File: config.mk
export PLATFORM = sky130hd
export DESIGN_NAME = tournament_choice_ctrl
export DESIGN_NICKNAME = d
export VERILOG_FILES = /design/src/rtl/tournament_pkg.sv /design/src/rtl/inflight_fifo.sv /design/src/rtl/tournament_choice_ctrl.sv
export SDC_FILE = /design/constraint.sdc
export NUM_CORES = 1
export LEC_CHECK = 0
export BUFFER_PORTS_ARGS = -buffer_cell sky130_fd_sc_hd__buf_2
export CORE_MARGIN = 5
export CORE_UTILIZATION = 40
export CTS_CLUSTER_DIAMETER = 30
export DETAILED_ROUTE_END_ITERATION = 6
export PLACE_DENSITY = 0.54
export SLEW_MARGIN = 10
export SYNTH_ARGS = -nofsm -noshare
export SYNTH_HDL_FRONTEND = slang
export SYNTH_SLANG_ARGS = --single-unit
File: constraint.sdc
create_clock -name clock -period 6.23 [get_ports clock]
set_input_delay 0.9345 -clock clock [delete_from_list [all_inputs] [get_ports clock]]
set_output_delay 0.9345 -clock clock [all_outputs]
set_load 0.05 [all_outputs]
File: src/rtl/tournament_pkg.sv
// Shared types for the tournament predictor choice side: counter encoding,
// in-flight queue entry and the saturating counter step.
package tournament_pkg;

  // Widest history the in-flight entry can carry; the controller's HIST_BITS must not exceed it.
  localparam int unsigned HIST_W = 4;

  typedef enum logic [1:0] {
    STRONG_LOCAL  = 2'd0,
    WEAK_LOCAL    = 2'd1,
    WEAK_GLOBAL   = 2'd2,
    STRONG_GLOBAL = 2'd3
  } choice_e;

  localparam choice_e CHOICE_RESET = STRONG_LOCAL;

  typedef struct packed {
    logic [HIST_W-1:0] idx;
    logic              local_pred;
    logic              global_pred;
    logic              taken;
  } inflight_t;

  // One saturating step toward global (up) or toward local (down).
  function automatic choice_e choice_step(choice_e c, logic toward_global);
    if (toward_global) begin
      return (c == STRONG_GLOBAL) ? c : choice_e'(2'(c) + 2'd1);
    end
    return (c == STRONG_LOCAL) ? c : choice_e'(2'(c) - 2'd1);
  endfunction

endpackage

File: src/rtl/inflight_fifo.sv
// In-order queue of in-flight branches; flush and reset empty it in one cycle.
module inflight_fifo
  import tournament_pkg::*;
#(
  parameter int unsigned DEPTH = 4
) (
  input  logic                       clock,
  input  logic                       reset,
  input  logic                       push,
  input  logic                       pop,
  input  logic                       flush,
  input  inflight_t                  din,
  output inflight_t                  dout,
  output logic [$clog2(DEPTH):0]     count
);

  localparam int unsigned PTR_W = $clog2(DEPTH);
  localparam int unsigned OCC_W = PTR_W + 1;

  inflight_t        mem [DEPTH];
  logic [PTR_W-1:0] head;
  logic [PTR_W-1:0] tail;

  assign dout = mem[head];

  // Pointers wrap naturally since DEPTH is a power of two.
  always_ff @(posedge clock) begin
    if (reset || flush) begin
      head  <= '0;
      tail  <= '0;
      count <= '0;
    end else begin
      if (push) tail <= tail + PTR_W'(1);
      if (pop)  head <= head + PTR_W'(1);
      case ({push, pop})
        2'b10:   count <= count + OCC_W'(1);
        2'b01:   count <= count - OCC_W'(1);
        default: count <= count;
      endcase
    end
  end

  always_ff @(posedge clock) begin
    if (push) mem[tail] <= din;
  end

endmodule

File: src/rtl/tournament_choice_ctrl.sv
// Choice-side controller of the tournament predictor: single-ported choice table,
// flush > resolve > request arbitration, in-order resolve with non-speculative history.
module tournament_choice_ctrl
  import tournament_pkg::*;
#(
  parameter int unsigned HIST_BITS = HIST_W,
  parameter int unsigned DEPTH     = 4,
  parameter int unsigned CNT_W     = 16
) (
  input  logic                     clock,
  input  logic                     reset,
  input  logic                     req_valid,
  output logic                     req_ready,
  input  logic                     req_local_pred,
  input  logic                     req_global_pred,
  output logic                     resp_valid,
  output logic                     resp_taken,
  output logic                     resp_use_global,
  input  logic                     res_valid,
  output logic                     res_ready,
  input  logic                     res_taken,
  input  logic                     flush,
  output logic [HIST_BITS-1:0]     ghist,
  output logic [$clog2(DEPTH):0]   inflight_cnt,
  output logic [CNT_W-1:0]         mispredict_cnt
);

  localparam int unsigned OCC_W   = $clog2(DEPTH) + 1;
  localparam int unsigned ENTRIES = 2 ** HIST_BITS;

  choice_e              choice_tbl [ENTRIES];
  logic [1:0]           cur_choice;
  logic                 accept;
  logic                 resolve;
  logic                 use_global;
  logic                 pred_taken;
  logic [HIST_BITS-1:0] res_idx;
  inflight_t            push_entry;
  inflight_t            head_entry;

  assign req_ready  = !reset && !flush && !res_valid && (inflight_cnt != OCC_W'(DEPTH));
  assign res_ready  = !reset && (inflight_cnt != '0);
  assign accept     = req_valid && req_ready;
  assign resolve    = res_valid && res_ready && !flush;

  assign cur_choice = choice_tbl[ghist];
  assign use_global = cur_choice[1];
  assign pred_taken = use_global ? req_global_pred : req_local_pred;
  assign res_idx    = HIST_BITS'(head_entry.idx);

  assign push_entry = '{idx:         HIST_W'(ghist),
                        local_pred:  req_local_pred,
                        global_pred: req_global_pred,
                        taken:       pred_taken};

  inflight_fifo #(.DEPTH(DEPTH)) u_fifo (
    .clock (clock),
    .reset (reset),
    .push  (accept),
    .pop   (resolve),
    .flush (flush),
    .din   (push_entry),
    .dout  (head_entry),
    .count (inflight_cnt)
  );

  // Table update and history/mispredict bookkeeping happen only on a resolve edge.
  always_ff @(posedge clock) begin
    if (reset) begin
      for (int i = 0; i < ENTRIES; i++) choice_tbl[i] <= CHOICE_RESET;
      ghist           <= '0;
      mispredict_cnt  <= '0;
      resp_valid      <= 1'b0;
      resp_taken      <= 1'b0;
      resp_use_global <= 1'b0;
    end else begin
      resp_valid <= accept;
      if (accept) begin
        resp_taken      <= pred_taken;
        resp_use_global <= use_global;
      end
      if (resolve) begin
        if (head_entry.local_pred != head_entry.global_pred) begin
          choice_tbl[res_idx] <= choice_step(choice_tbl[res_idx],
                                             head_entry.global_pred == res_taken);
        end
        ghist <= {ghist[HIST_BITS-2:0], res_taken};
        if ((head_entry.taken != res_taken) && (mispredict_cnt != '1)) begin
          mispredict_cnt <= mispredict_cnt + CNT_W'(1);
        end
      end
    end
  end

endmodule

==> impl_metrics.tcl <==
set metrics [dict create \
    status "finished, final reports clean" \
    cts_made_buffers 9 \
    fp.coreArea_um2 10840 \
    ir_worst_vdd_mv 0.1233 \
    placedCellCount 529 \
    wl_met2_mm 4.428 \
    floorplan.io_pins 36 \
    wl_per_cell_um 16.45 \
    drc 0 \
    post_drt_via_cell_ratio 5.149 \
    fin_area_um2 4905 \
    whs_ns 0.4732 \
    cp-start-kind "primary input" \
    instances_no_fill 545 \
    crit_type "primary input to primary output" \
    die-area_um2 13270 \
    async_flop_share_pct 0 \
    path_clk_slew_ns 0.10 \
    firstDrtPassIters 4 \
    yosysTopAreaCell "edfxtp_1" \
    syn2layout_area_growth_pct 10.77 \
    fmax_mhz 280.9 \
    htreeDepth 3 \
    first_global_vias 2874 \
    dr.max_layer_used "met4" \
    synth_edf_count 60 \
    detail-route-antenna-nets 0 \
    drv_cap 0 \
    worst_pin_slew_ns 0.6864 \
    worstSkewPairLatency_ns 0.37 \
    ys.warnings.count 0 \
    cts_hold_repair.buffers 0 \
    cts-resized-gates 0 \
    hold_viol_final 0 \
    grt_max_degree 43 \
    vias 2806 \
    crit_required_ns 5.30 \
    min_period_over_period_pct 57.15 \
    synth_cells 369 \
    avgSynthCellArea_um2 12.00 \
    core.rowCount 38 \
    hp-class "register to register" \
    met3WireLength_um 251 \
    drive_gt1_share_pct 18.27 \
    track_usage_pct 14.31 \
    cts_root_buffer "clkbuf_8" \
    tns_ns 0 \
    synth-seq-cells 96 \
    syn_area_um2 4428 \
    io_buffers 35 \
    yosys.cell_types.count 46 \
    fp.dieW_um 115.2 \
    synth_top_area_share_pct 40.69 \
    final_util_pct 45.24 \
    cellLeakagePower_uw 0.001790 \
    start_util_pct 40.85 \
    syn_nets 384 \
    clock_path_buffers 2 \
    wl_met1_mm 4.116 \
    antenna_found_initial 0 \
    path_max_fanout 42 \
    dp.final_hpwl_mm 6.406 \
    seq_area_frac_synth_pct 56.97 \
    powerDensity_nw_per_um2 235.3 \
    period_needed_ns 3.561 \
    rsz0062_at_grt "no" \
    finClkSkew_ns 0.01906 \
    gr-total-overflow 0 \
    nets 415 \
    synth_area_leaders "edfxtp_1, dfxtp_1, nor2_1, mux4_2, mux2i_1" \
    place.gp.congestion 0.7590 \
    die_y_um 115.2 \
    finalSetupViolations 0 \
    post_cts_buffers 0 \
    grt_pass1_wl_mm 14.75 \
    critPathCaptureType "primary output" \
    max-slew-margin-rel_pct 54.24 \
    drt_iter0_markers 75 \
    diodes 0 \
    timing_max_transition_violations_final 0 \
    cts_tree "yes" \
    post_dp_cell_area_um2 4695 \
    synth_flop_cell "edfxtp_1" \
    cts.sinks 96 \
    wl_mm 8.965 \
    crit_arrival_ns 2.63 \
]
[cells in the final DEF (no fill, tap or decap), types with 4 or more instances in the layout]
master	n
nand2_1	30
mux2_2	5
o22ai_1	4
and3_1	8
ha_1	6
clkbuf_8	9
inv_1	8
a21oi_1	9
mux2i_1	14
nand2b_1	20
buf_2	35
xor2_1	12
o2111ai_1	5
nor2_1	57
nor2b_1	4
dfxtp_1	36
edfxtp_1	60
and2_1	4
or3_1	10
mux4_2	8
o21ai_0	15
mux4_1	4
[sequential cells by signal, summed over array words and instances, names as in the netlist, named ones only]
signal	count
resp_taken	1
resp_valid	1
resp_use_global	1
u_fifo.mem	28
mispredict_cnt	16
ghist	4
u_fifo.count	3
u_fifo.head	2
choice_tbl	32
u_fifo.tail	2
[report_power, final]
| part | switching, µW | total [µW] | leakage (µW) | internal (µW) |
|---|---|---|---|---|
| registers | 3.59 | 683 | 0.000905 | 680 |
| logic | 31.9 | 50.3 | 0.000780 | 18.4 |
| clock network | 258 | 420 | 0.000105 | 163 |
[worst max-delay path: stages]
cell and delay [ns]:
buf_2 0.32, or2_2 0.48, a311oi_1 0.50, buf_2 0.37
[cells by family (layout without fill, tap and decap cells)]
kind of cell / after synthesis / after routing / synth area share (%)
adders and majority gates: 7 / 7 / 2.147
AOI/OAI and AO/OA: 46 / 46 / 7.883
muxes: 31 / 31 / 10.88
buffers and inverters: 23 / 59 / 2.571
and+or+nand+nor: 151 / 151 / 16.59
DFF: 96 / 96 / 56.97
xor gates and xnor gates: 15 / 15 / 2.967
[through the flow]
step | setup WS (ns) | power, µW
final | 2.669 | 1154
after global routing | 2.482 | 1198
after CTS | 2.689 | 1169
after detailed placement | 2.472 | 749.0
after global placement | 2.585 | 747.9
after floorplan | 1.959 | 733.9
[Yosys cell counts (all sizes together), types with 3 or more instances]
library cell and count:
mux2 5, xnor2 3, ha 6, buf 7, and2 5, and3 8, clkbuf 8, o2111ai 5
o21ai 16, mux4 12, a21oi 9, xor2 12, nor3 3, dfxtp 36, mux2i 14, nand3 3
o211ai 3, o22ai 4, or3 10, nor2b 4, nand2b 20, inv 8, nor2 57, edfxtp 60
nand2 30
[metal layers]
| layer | up-vias | global-route usage [%] |
|---|---|---|
| met5 | - | 0 |
| met4 | 0 | 5.321 |
| met3 | 14 | 2.737 |
| met2 | 41 | 23.46 |
| met1 | 1354 | 18.89 |
| li1 | 1397 | - |
[worst paths after layout]
| check | from | endpoint | slack [ns] | cells after the start |
|---|---|---|---|---|
| worst max-delay path | reset | req_ready | 2.67 | 4 |
| worst min-delay path | resp_use_global$_SDFFE_PP0P_ | resp_use_global$_SDFFE_PP0P_ | 0.47 | 2 |
| worst max register to register | register | choice_tbl[10][0]$_SDFFCE_PN0P_ | 3.35 | 6 |
| worst min register to register | resp_use_global$_SDFFE_PP0P_ | resp_use_global$_SDFFE_PP0P_ | 0.47 | 2 |
[area by class of cell]
| cell class | count | area (µm²) |
|---|---|---|
| repair buffers | 35 | 175.2 |
| inverters | 8 | 30.03 |
| well taps | 140 | 175.2 |
| multi-input cells | 250 | 1792 |
| clock buffers | 9 | 123.9 |
| clock inverters | 7 | 86.33 |
| fillers | 1042 | 5936 |
| flip-flops and latches | 96 | 2522 |
No activity file was read; power rests on OpenSTA's default activity.
